## src/rtl/ps2_pkg.sv

```systemverilog
// Shared definitions for the PS/2 keyboard receiver.
// Holds the receiver FSM state encoding and the scan-code prefixes the receiver filters out.
package ps2_pkg;

    typedef enum logic [2:0] {
        StReposo,
        StDatos,
        StParidad,
        StParada,
        StValidar
    } estado_e;

    // Prefix that announces a key release (break sequence F0 xx)
    localparam logic [7:0] CodBreak = 8'hF0;
    // Prefix of extended scan codes (E0 xx)
    localparam logic [7:0] CodExt   = 8'hE0;

endpackage

```

## src/rtl/filtro_ps2.sv

```systemverilog
// Conditioning for the asynchronous ps2_clk pin.
// A 2-FF synchroniser is followed by a stability counter: the filtered level only follows the
// synchronised input after Filtro consecutive samples that differ from the current filtered level.
// A one-cycle pulse marks each accepted 1->0 transition.
// Ports:
//   clk_i            system clock
//   reset_i          asynchronous active-high reset (filter loads idle level 1)
//   senal_i          asynchronous pin
//   flanco_bajada_o  one-cycle pulse, filtered level just went 1->0
module filtro_ps2 #(
    parameter int unsigned Filtro = 8
) (
    input  logic clk_i,
    input  logic reset_i,
    input  logic senal_i,
    output logic flanco_bajada_o
);

    localparam int unsigned    CntW   = (Filtro > 1) ? $clog2(Filtro) : 1;
    localparam logic [CntW-1:0] CntMax = CntW'(Filtro - 1);

    logic            sync1_q, sync2_q;
    logic            nivel_q, nivel_d;
    logic [CntW-1:0] cnt_q, cnt_d;
    logic            flanco_q, flanco_d;

    always_comb begin
        nivel_d  = nivel_q;
        cnt_d    = '0;
        flanco_d = 1'b0;
        // The counter only runs while the input disagrees with the filtered level; any
        // agreeing sample restarts the count, so short glitches never get through.
        if (sync2_q != nivel_q) begin
            if (cnt_q == CntMax) begin
                nivel_d  = sync2_q;
                flanco_d = nivel_q;
            end else begin
                cnt_d = cnt_q + 1'b1;
            end
        end
    end

    always_ff @(posedge clk_i or posedge reset_i) begin
        if (reset_i) begin
            sync1_q  <= 1'b1;
            sync2_q  <= 1'b1;
            nivel_q  <= 1'b1;
            cnt_q    <= '0;
            flanco_q <= 1'b0;
        end else begin
            sync1_q  <= senal_i;
            sync2_q  <= sync1_q;
            nivel_q  <= nivel_d;
            cnt_q    <= cnt_d;
            flanco_q <= flanco_d;
        end
    end

    assign flanco_bajada_o = flanco_q;

endmodule

```

## src/rtl/receptor_teclado_ps2.sv

```systemverilog
// PS/2 keyboard receiver feeding the challenge-mode game FSM.
// Deserialises 11-bit device-clocked frames (start, D0..D7 LSB first, odd parity, stop) and
// delivers one make code per keypress: break sequences (F0 xx) and E0 prefixes are swallowed.
// Ports:
//   clk_i           system clock (25 MHz)
//   reset_i         asynchronous active-high reset
//   ps2_clk_i       keyboard clock pin, idle high
//   ps2_data_i      keyboard data pin, idle high
//   nota_usuario_o  last accepted make code, held until the next accept
//   dato_listo_o    one-cycle pulse, nota_usuario_o just updated
//   error_trama_o   one-cycle pulse, frame rejected (start/parity/stop error or timeout)
module receptor_teclado_ps2
    import ps2_pkg::*;
#(
    parameter int unsigned Filtro  = 8,
    parameter int unsigned Timeout = 2500
) (
    input  logic       clk_i,
    input  logic       reset_i,
    input  logic       ps2_clk_i,
    input  logic       ps2_data_i,
    output logic [7:0] nota_usuario_o,
    output logic       dato_listo_o,
    output logic       error_trama_o
);

    localparam int unsigned    TmoW   = $clog2(Timeout);
    localparam logic [TmoW-1:0] TmoMax = TmoW'(Timeout - 1);

    logic            flanco;
    logic            data_sync1_q, data_sync2_q;

    estado_e         estado_q, estado_d;
    logic [3:0]      bits_q, bits_d;
    logic [7:0]      shift_q, shift_d;
    logic            par_q, par_d;
    logic [TmoW-1:0] tmo_q, tmo_d;
    logic            brk_q, brk_d;
    logic [7:0]      nota_q, nota_d;
    logic            listo_q, listo_d;
    logic            err_q, err_d;

    filtro_ps2 #(
        .Filtro (Filtro)
    ) u_filtro_clk (
        .clk_i           (clk_i),
        .reset_i         (reset_i),
        .senal_i         (ps2_clk_i),
        .flanco_bajada_o (flanco)
    );

    always_comb begin
        estado_d = estado_q;
        bits_d   = bits_q;
        shift_d  = shift_q;
        par_d    = par_q;
        tmo_d    = tmo_q;
        brk_d    = brk_q;
        nota_d   = nota_q;
        listo_d  = 1'b0;
        err_d    = 1'b0;

        unique case (estado_q)
            StReposo: begin
                tmo_d  = '0;
                bits_d = '0;
                if (flanco) begin
                    if (!data_sync2_q) begin
                        estado_d = StDatos;
                    end else begin
                        err_d = 1'b1;
                    end
                end
            end

            StDatos, StParidad, StParada: begin
                if (flanco) begin
                    tmo_d = '0;
                    unique case (estado_q)
                        StDatos: begin
                            shift_d[bits_q[2:0]] = data_sync2_q;
                            if (bits_q == 4'd7) begin
                                estado_d = StParidad;
                            end else begin
                                bits_d = bits_q + 4'd1;
                            end
                        end
                        StParidad: begin
                            par_d    = data_sync2_q;
                            estado_d = StParada;
                        end
                        default: begin
                            bits_d = '0;
                            // Odd parity: data byte plus parity bit carries an odd number of ones
                            if (data_sync2_q && (^{shift_q, par_q})) begin
                                estado_d = StValidar;
                            end else begin
                                err_d    = 1'b1;
                                estado_d = StReposo;
                            end
                        end
                    endcase
                end else if (tmo_q == TmoMax) begin
                    // Keyboard stopped clocking mid-frame: drop it and resynchronise
                    err_d    = 1'b1;
                    estado_d = StReposo;
                    bits_d   = '0;
                    tmo_d    = '0;
                end else begin
                    tmo_d = tmo_q + 1'b1;
                end
            end

            StValidar: begin
                estado_d = StReposo;
                if (shift_q == CodBreak) begin
                    brk_d = 1'b1;
                end else if (shift_q == CodExt) begin
                    brk_d = brk_q;
                end else if (brk_q) begin
                    // Code following F0 is the released key; the game only wants presses
                    brk_d = 1'b0;
                end else begin
                    nota_d  = shift_q;
                    listo_d = 1'b1;
                end
            end

            default: begin
                estado_d = StReposo;
            end
        endcase
    end

    always_ff @(posedge clk_i or posedge reset_i) begin
        if (reset_i) begin
            data_sync1_q <= 1'b1;
            data_sync2_q <= 1'b1;
            estado_q     <= StReposo;
            bits_q       <= '0;
            shift_q      <= '0;
            par_q        <= 1'b0;
            tmo_q        <= '0;
            brk_q        <= 1'b0;
            nota_q       <= 8'h00;
            listo_q      <= 1'b0;
            err_q        <= 1'b0;
        end else begin
            data_sync1_q <= ps2_data_i;
            data_sync2_q <= data_sync1_q;
            estado_q     <= estado_d;
            bits_q       <= bits_d;
            shift_q      <= shift_d;
            par_q        <= par_d;
            tmo_q        <= tmo_d;
            brk_q        <= brk_d;
            nota_q       <= nota_d;
            listo_q      <= listo_d;
            err_q        <= err_d;
        end
    end

    assign nota_usuario_o = nota_q;
    assign dato_listo_o   = listo_q;
    assign error_trama_o  = err_q;

endmodule

```

## config.mk

```make
export PLATFORM = sky130hd
export DESIGN_NAME = receptor_teclado_ps2
export DESIGN_NICKNAME = d
export VERILOG_FILES = /design/src/rtl/ps2_pkg.sv /design/src/rtl/filtro_ps2.sv /design/src/rtl/receptor_teclado_ps2.sv
export SDC_FILE = /design/constraint.sdc
export NUM_CORES = 1
export LEC_CHECK = 0
export BUFFER_PORTS_ARGS = -buffer_cell sky130_fd_sc_hd__buf_2
export CORE_ASPECT_RATIO = 0.7
export CORE_UTILIZATION = 50
export CTS_CLUSTER_DIAMETER = 30
export CTS_CLUSTER_SIZE = 24
export DETAILED_ROUTE_END_ITERATION = 8
export HOLD_SLACK_MARGIN = 0.08
export MAX_ROUTING_LAYER = met4
export PLACE_DENSITY = 0.81
export SLEW_MARGIN = 40
export SYNTH_ARGS = -nofsm -noshare
export SYNTH_HDL_FRONTEND = slang
export SYNTH_SLANG_ARGS = --single-unit
```

## constraint.sdc

```tcl
create_clock -name clk_i -period 2.01 [get_ports clk_i]
set_clock_uncertainty 0.1 [all_clocks]
set_input_delay 0 -clock clk_i [delete_from_list [all_inputs] [get_ports clk_i]]
set_output_delay 0 -clock clk_i [all_outputs]
set_load 0.1 [all_outputs]
```

==> results of run 1 <==
[path summary, 6_finish.rpt]
check	to	cells after the start	startpoint	slack [ns]
setup / recovery	tmo_q[3]$_DFFE_PP0P_	5	tmo_q[0]$_DFFE_PP0P_	0.10
hold / removal	brk_q$_DFFE_PP0P_	3	reset_i	0.20
setup reg to reg	tmo_q[3]$_DFFE_PP0P_	5	tmo_q[0]$_DFFE_PP0P_	0.10
hold reg to reg	u_filtro_clk.sync2_q$_DFF_PP1_	0	u_filtro_clk.sync1_q$_DFF_PP1_	0.26
max in group asynchronous	data_sync2_q$_DFF_PP1_	4	reset_i	0.96
min in group clk_i	data_sync1_q$_DFF_PP1_	2	ps2_data_i	0.23
[through the flow]
step	total power [mW]	utilization (%)
6_report	1.73	60.1
5_1_grt	1.80	60.1
4_1_cts	1.75	59.6
3_5_place_dp	1.14	56.8
3_3_place_gp	1.13	56.8
2_1_floorplan	1.11	-
[area by class of cell]
cell class	count	area (sq um)	area share, %
sequential	48	1210	46.1
tap	55	68.8	2.63
clock inverter	1	8.76	0.334
multi-input combinational	140	1050	40.3
clock buffer	7	86.3	3.30
inverter	6	22.5	0.860
timing repair buffer	26	170	6.50
[repair_timing]
action,CTS,global route
hold buffers,3,0
gates resized for setup,0,4
setup buffers,0,0
hold endpoints to repair,30,0
endpoints found under the setup margin,0,13
[synthesized netlist by cell type (2+ instances only)]
cell / number / area, sq um
xor2_1: 4 / 35.0
nor3_1: 10 / 50.1
a31oi_1: 4 / 25.0
dfstp_2: 5 / 131
a21oi_1: 4 / 20.0
nor4b_2: 2 / 30.0
nor2_1: 14 / 52.6
o21bai_1: 2 / 15.0
or2b_1: 2 / 15.0
nand2_1: 14 / 52.6
o21ai_0: 7 / 35.0
and3_1: 2 / 12.5
nor2b_1: 2 / 12.5
o21ai_1: 2 / 10.0
mux2i_1: 3 / 30.0
clkbuf_1: 4 / 15.0
dfrtp_1: 43 / 1080
o41ai_1: 2 / 17.5
ha_1: 4 / 50.1
nor3b_1: 3 / 22.5
xnor3_1: 2 / 45.0
nand4_1: 4 / 25.0
nand3b_1: 3 / 22.5
mux2_2: 19 / 214
xnor2_1: 7 / 61.3
inv_1: 6 / 22.5
and3b_1: 2 / 17.5
nand3_1: 8 / 40.0
[where the power goes]
group          leakage, nW  internal (mW)  switching [mW]
logic                0.495         0.0446          0.0456
clock network       0.0484          0.282           0.326
registers            0.651           1.01          0.0245
[state kept, by name (all words and copies together) (netlist names)]
register                      cells
nota_usuario_o                    8
estado_q                          3
brk_q                             1
u_filtro_clk.nivel_q              1
tmo_q                            12
u_filtro_clk.sync2_q              1
dato_listo_o                      1
data_sync1_q                      1
par_q                             1
shift_q                           8
u_filtro_clk.sync1_q              1
error_trama_o                     1
bits_q                            4
u_filtro_clk.cnt_q                3
data_sync2_q                      1
u_filtro_clk.flanco_bajada_o      1
[critical path, cell delays in order, from the launching register on]
cell and delay, ns:
dfrtp_1 0.43, ha_1 0.24, nor4b_4 0.14, a311o_1 0.37, or4_1 0.47, o21ai_1 0.09
[routing by layer]
metal	track usage (%)	up-vias	part of all wire (%)
li1	-	779	-
met1	34.4	760	51
met2	26.9	48	41
met3	4.34	8	6.1
met4	8.13	0	1.4
met5	-	-	0
[cells by family after synthesis]
family          count (synthesis)  share of synthesized area (%)
buf+inv                        11                           1.86
simple gates                   74                           18.4
xor+xnor                       13                           6.19
mux                            22                           10.7
compound gates                 27                           7.79
flops                          48                           52.9
fa+ha+maj                       4                           2.19
==> run_results.csv, run 1 <==
group,metric,value,unit
clocking,clockRootBuffer,"clkbuf_8",
yosys,yosysWarnings,0,
global_route,track_usage,21.7,%
setup_path,arrival,2.04,ns
place,place_congestion,0.836,
place,dp_hpwl,3120,um
timing,finalHoldViolCount,0,
power_and_ir_drop,p_per_area,662,mW/mm^2
clocking,cts.htree.levels,2,
clocking,cts_sinks,48,
timing,setup_tns,0,ns
yosys,synth_ff_type,"dfrtp_1",
run_status,status,"completed",
flow_run,cap_violations,0,
global_route,antenna_found_initial,0,
setup_path,crit_required,2.14,ns
layout,layout-drive-gt1-share,27.2,%
layout,stdcell_area,0.00262,sq mm
place,dp.cells,272,
yosys,syn_area_per_cell,11.5,sq um
setup_path,start_kind,"register",
floorplan,die_h,58.5,um
power_and_ir_drop,peakVddDrop,0.411,mV
layout,fin_cells,283,
routing,drc_errors,0,
yosys,synth_area,0.00228,sq mm
min_path,hold_path.class,"input port to asynchronous set/reset pin",
layout,fin_nets,235,
yosys,ys_types,43,
clocking,cts_tree,"built",
floorplan,fp-row-count,20,
setup_path,crit_type,"register to register",
clocking,clock_path_buffers,2,
global_route,grt_max_degree,31,
floorplan,initial_core_util,52.4,%
timing,fmax,524,MHz
yosys,syn-num-nets,207,
routing,ant_nets,0,
timing,post-route-period-util,95.0,%
global_route,grt_pass1_vias,1491,
clocking,cts.clk_slew.worst_paths,0.09,ns
global_route,grt_overflow,0,
routing,viasPerCell,5.64,
clocking,clk_latency,0.31,ns
routing,route.vias.total,1595,
setup_path,crit_path_end_kind,"register",
place,port_buffers,13,
layout,syn_to_final_growth,14.7,%
timing,setup_violations,0,
clocking,cts_buffers,5,
routing,wl,4370,um
place,place_area,0.00247,sq mm
timing,grt_setup_unrepaired,"no",
timing,drv_slew,0,
layout,num-fill-cells,374,
timing,worst_slew_pin_slew,0.610,ns
routing,drtIter0Drc,217,
setup_path,cp_max_fo,5,
timing,slew_headroom,59.3,%
routing,wl_per_cell,15.4,um
yosys,syn_inst,199,
timing,period_needed,1.91,ns
yosys,async_reset_ff_share,100,%
power_and_ir_drop,cellLeakagePower,1.19,nW
routing,firstDrtPassIters,4,
floorplan,die_w,82.8,um
layout,antenna_cells,0,
layout,final_cell_mix,"dfrtp_1 (43), mux2_2 (19), nand2_1 (14), nor2_1 (13), buf_2 (13)",
yosys,synth-seq-area-share,52.9,%
timing,worst_slack,0.101,ns
floorplan,die-area,0.00484,sq mm
yosys,ys_ff_latch,48,
timing,hold_ws,0.201,ns
yosys,synth-edff-count,0,
layout,layout_commonest_cell,"dfrtp_1",
floorplan,core_area,0.00435,sq mm
floorplan,ios,14,
global_route,grt_pass1_wl,7460,um
place,pre_cts_ws,0.0518,ns
No activity file was read; power rests on OpenSTA's default activity.
==> inputs of run 2 (changes only) <==
--- a/config.mk
+++ b/config.mk
@@ -7,13 +7,13 @@
 export LEC_CHECK = 0
 export BUFFER_PORTS_ARGS = -buffer_cell sky130_fd_sc_hd__buf_2
 export CORE_ASPECT_RATIO = 0.7
-export CORE_UTILIZATION = 50
+export CORE_UTILIZATION = 33
 export CTS_CLUSTER_DIAMETER = 30
 export CTS_CLUSTER_SIZE = 24
 export DETAILED_ROUTE_END_ITERATION = 8
 export HOLD_SLACK_MARGIN = 0.08
 export MAX_ROUTING_LAYER = met4
-export PLACE_DENSITY = 0.81
+export PLACE_DENSITY = 0.61
 export SLEW_MARGIN = 40
 export SYNTH_ARGS = -nofsm -noshare
 export SYNTH_HDL_FRONTEND = slang
==> run 2 against run 1 <==
Die area increased by 50%. Critical endpoint unchanged. Combinational power decreased by 7.4%. Global-route usage is 8.4 points lower. Cell count grew 13%. Routed wire length fell by 3.3%. Sequential share of layout area decreased by 1.9 points.
==> run_results.csv, run 2 (synthesis results as in run 1) <==
group,metric,value,unit
run_status,status,"completed",
setup_path,cp_cell_sequence,"ha_1, nor4b_4, a311o_1, or4_1, o21ai_1",
floorplan,die_w,101,um
flow_run,cap_violations,0,
setup_path,crit_type,"register to register",
floorplan,core_area,0.00646,sq mm
routing,route.vias.total,1549,
layout,num-fill-cells,617,
timing,setup_violations,0,
setup_path,max_stage_delay,0.47,ns
power_and_ir_drop,p_per_area,705,mW/mm^2
timing,worst_slew_pin_slew,0.597,ns
layout,antenna_cells,0,
clocking,cts.htree.levels,2,
routing,ant_nets,0,
power_and_ir_drop,finalPower,1.92,mW
floorplan,ios,14,
routing,wl_per_cell,13.2,um
global_route,track_usage,13.3,%
global_route,grt_pass1_vias,1493,
layout,top_register,"tmo_q",
power_and_ir_drop,cellLeakagePower,1.23,nW
clocking,postCtsSetupBuffers,0,
routing,drc_errors,0,
setup_path,crit_required,2.13,ns
setup_path,crit_slowest_cell,"or4_1",
layout,layout_commonest_cell,"dfrtp_1",
power_and_ir_drop,peakVddDrop,0.365,mV
floorplan,die-area,0.00726,sq mm
global_route,grt_max_degree,49,
timing,finalHoldViolCount,0,
clocking,cts.clk_slew.worst_paths,0.08,ns
layout,fin_cells,321,
layout,stdcell_area,0.00273,sq mm
layout,largest_reg_flops,12,
layout,fin_nets,237,
global_route,grt_overflow,0,
clocking,cts_tree,"built",
layout,final_cell_mix,"dfrtp_1 (43), mux2_2 (19), nand2_1 (14), nor2_1 (13), buf_2 (13)",
timing,period_needed,1.90,ns
timing,drv_slew,0,
setup_path,cp_max_fo,5,
min_path,min_delay_path_depth,2,
place,place_congestion,0.806,
floorplan,die_h,71.6,um
routing,wl,4220,um
setup_path,reg2reg_to,"tmo_q[3]$_DFFE_PP0P_",
min_path,hold_path.class,"input port to register",
place,dp_hpwl,2960,um
layout,layout-drive-gt1-share,27.8,%
timing,setup_tns,0,ns
floorplan,fp-row-count,24,
min_path,hp-start,"ps2_clk_i",
setup_path,start_kind,"register",
layout,syn_to_final_growth,19.7,%
timing,post-route-period-util,94.4,%
place,place_area,0.00253,sq mm
place,port_buffers,13,
setup_path,crit_path_end_kind,"register",
floorplan,initial_core_util,35.3,%
clocking,cts_sinks,48,
timing,slew_headroom,60.2,%
clocking,clockRootBuffer,"clkbuf_8",
routing,viasPerCell,4.83,
routing,firstDrtPassIters,4,
global_route,grt_pass1_wl,7250,um
timing,fmax,527,MHz
place,dp.cells,310,
routing,drtIter0Drc,134,
min_path,holdPathEnd,"u_filtro_clk.sync1_q$_DFF_PP1_",
global_route,antenna_found_initial,0,
setup_path,r2r_setup_slack,0.11,ns
clocking,clock_path_buffers,2,
clocking,clk_latency,0.30,ns
setup_path,rr_startpoint,"tmo_q[0]$_DFFE_PP0P_",
timing,grt_setup_unrepaired,"no",
setup_path,arrival,2.02,ns
setup_path,reg2reg_depth,5,
clocking,cts_buffers,5,
## run 2: worst max-delay path by stage
stage / from / end / slack (ns) / cells past startpoint
floorplan: tmo_q[0]$_DFFE_PP0P_ / tmo_q[3]$_DFFE_PP0P_ / 0.10 / 5
global placement: tmo_q[0]$_DFFE_PP0P_ / tmo_q[11]$_DFFE_PP0P_ / 0.15 / 5
detailed placement: tmo_q[0]$_DFFE_PP0P_ / bits_q[1]$_DFFE_PP0P_ / 0.05 / 5
CTS: tmo_q[0]$_DFFE_PP0P_ / bits_q[1]$_DFFE_PP0P_ / 0.03 / 5
global route: tmo_q[9]$_DFFE_PP0P_ / bits_q[1]$_DFFE_PP0P_ / 0.01 / 4
finish: tmo_q[0]$_DFFE_PP0P_ / tmo_q[3]$_DFFE_PP0P_ / 0.11 / 5
## run 2: per-stage QoR
stage	hold WS, ns	setup WS, ns	util, %
floorplan	-0.0955	0.101	-
global placement	0.00462	0.154	39.2
detailed placement	0.00684	0.0484	39.2
CTS	0.238	0.0253	41.7
global route	0.237	0.0142	42.3
finish	0.245	0.112	42.3
## run 2: power breakdown
| part | switching (mW) | internal (mW) | leakage [nW] |
|---|---|---|---|
| clock network | 0.313 | 0.497 | 0.0654 |
| logic | 0.0427 | 0.0409 | 0.517 |
| registers | 0.0215 | 1.01 | 0.651 |
## run 2: layer usage
metal / GRT usage, % / part of all wire [%]
met5: - / 0
met4: 4.35 / 1.2
met3: 2.63 / 2.6
met2: 17.9 / 40
met1: 19.9 / 56
## run 2: worst max-delay path: cells and delay by family, from the launching register on
kind	cells	cell delay, ns
simple gates	2	0.62
compound gates	2	0.46
flops	1	0.42
fa+ha+maj	1	0.23
## run 2: area by class of cell
| cell class | instances | area (sq um) | area share [%] |
|---|---|---|---|
| clock buffer | 6 | 72.6 | 2.66 |
| clock inverter | 2 | 60.1 | 2.20 |
| inverter | 6 | 22.5 | 0.825 |
| multi-input combinational | 140 | 1070 | 39.2 |
| sequential | 48 | 1210 | 44.2 |
| tap | 91 | 114 | 4.17 |
| timing repair buffer | 28 | 185 | 6.78 |
## run 2: repair_timing
| action | CTS | global route |
|---|---|---|
| resized for setup | 0 | 6 |
| endpoints found under the setup margin | 0 | 12 |
| hold buffers | 3 | 0 |
| endpoints found under the hold margin | 45 | 0 |
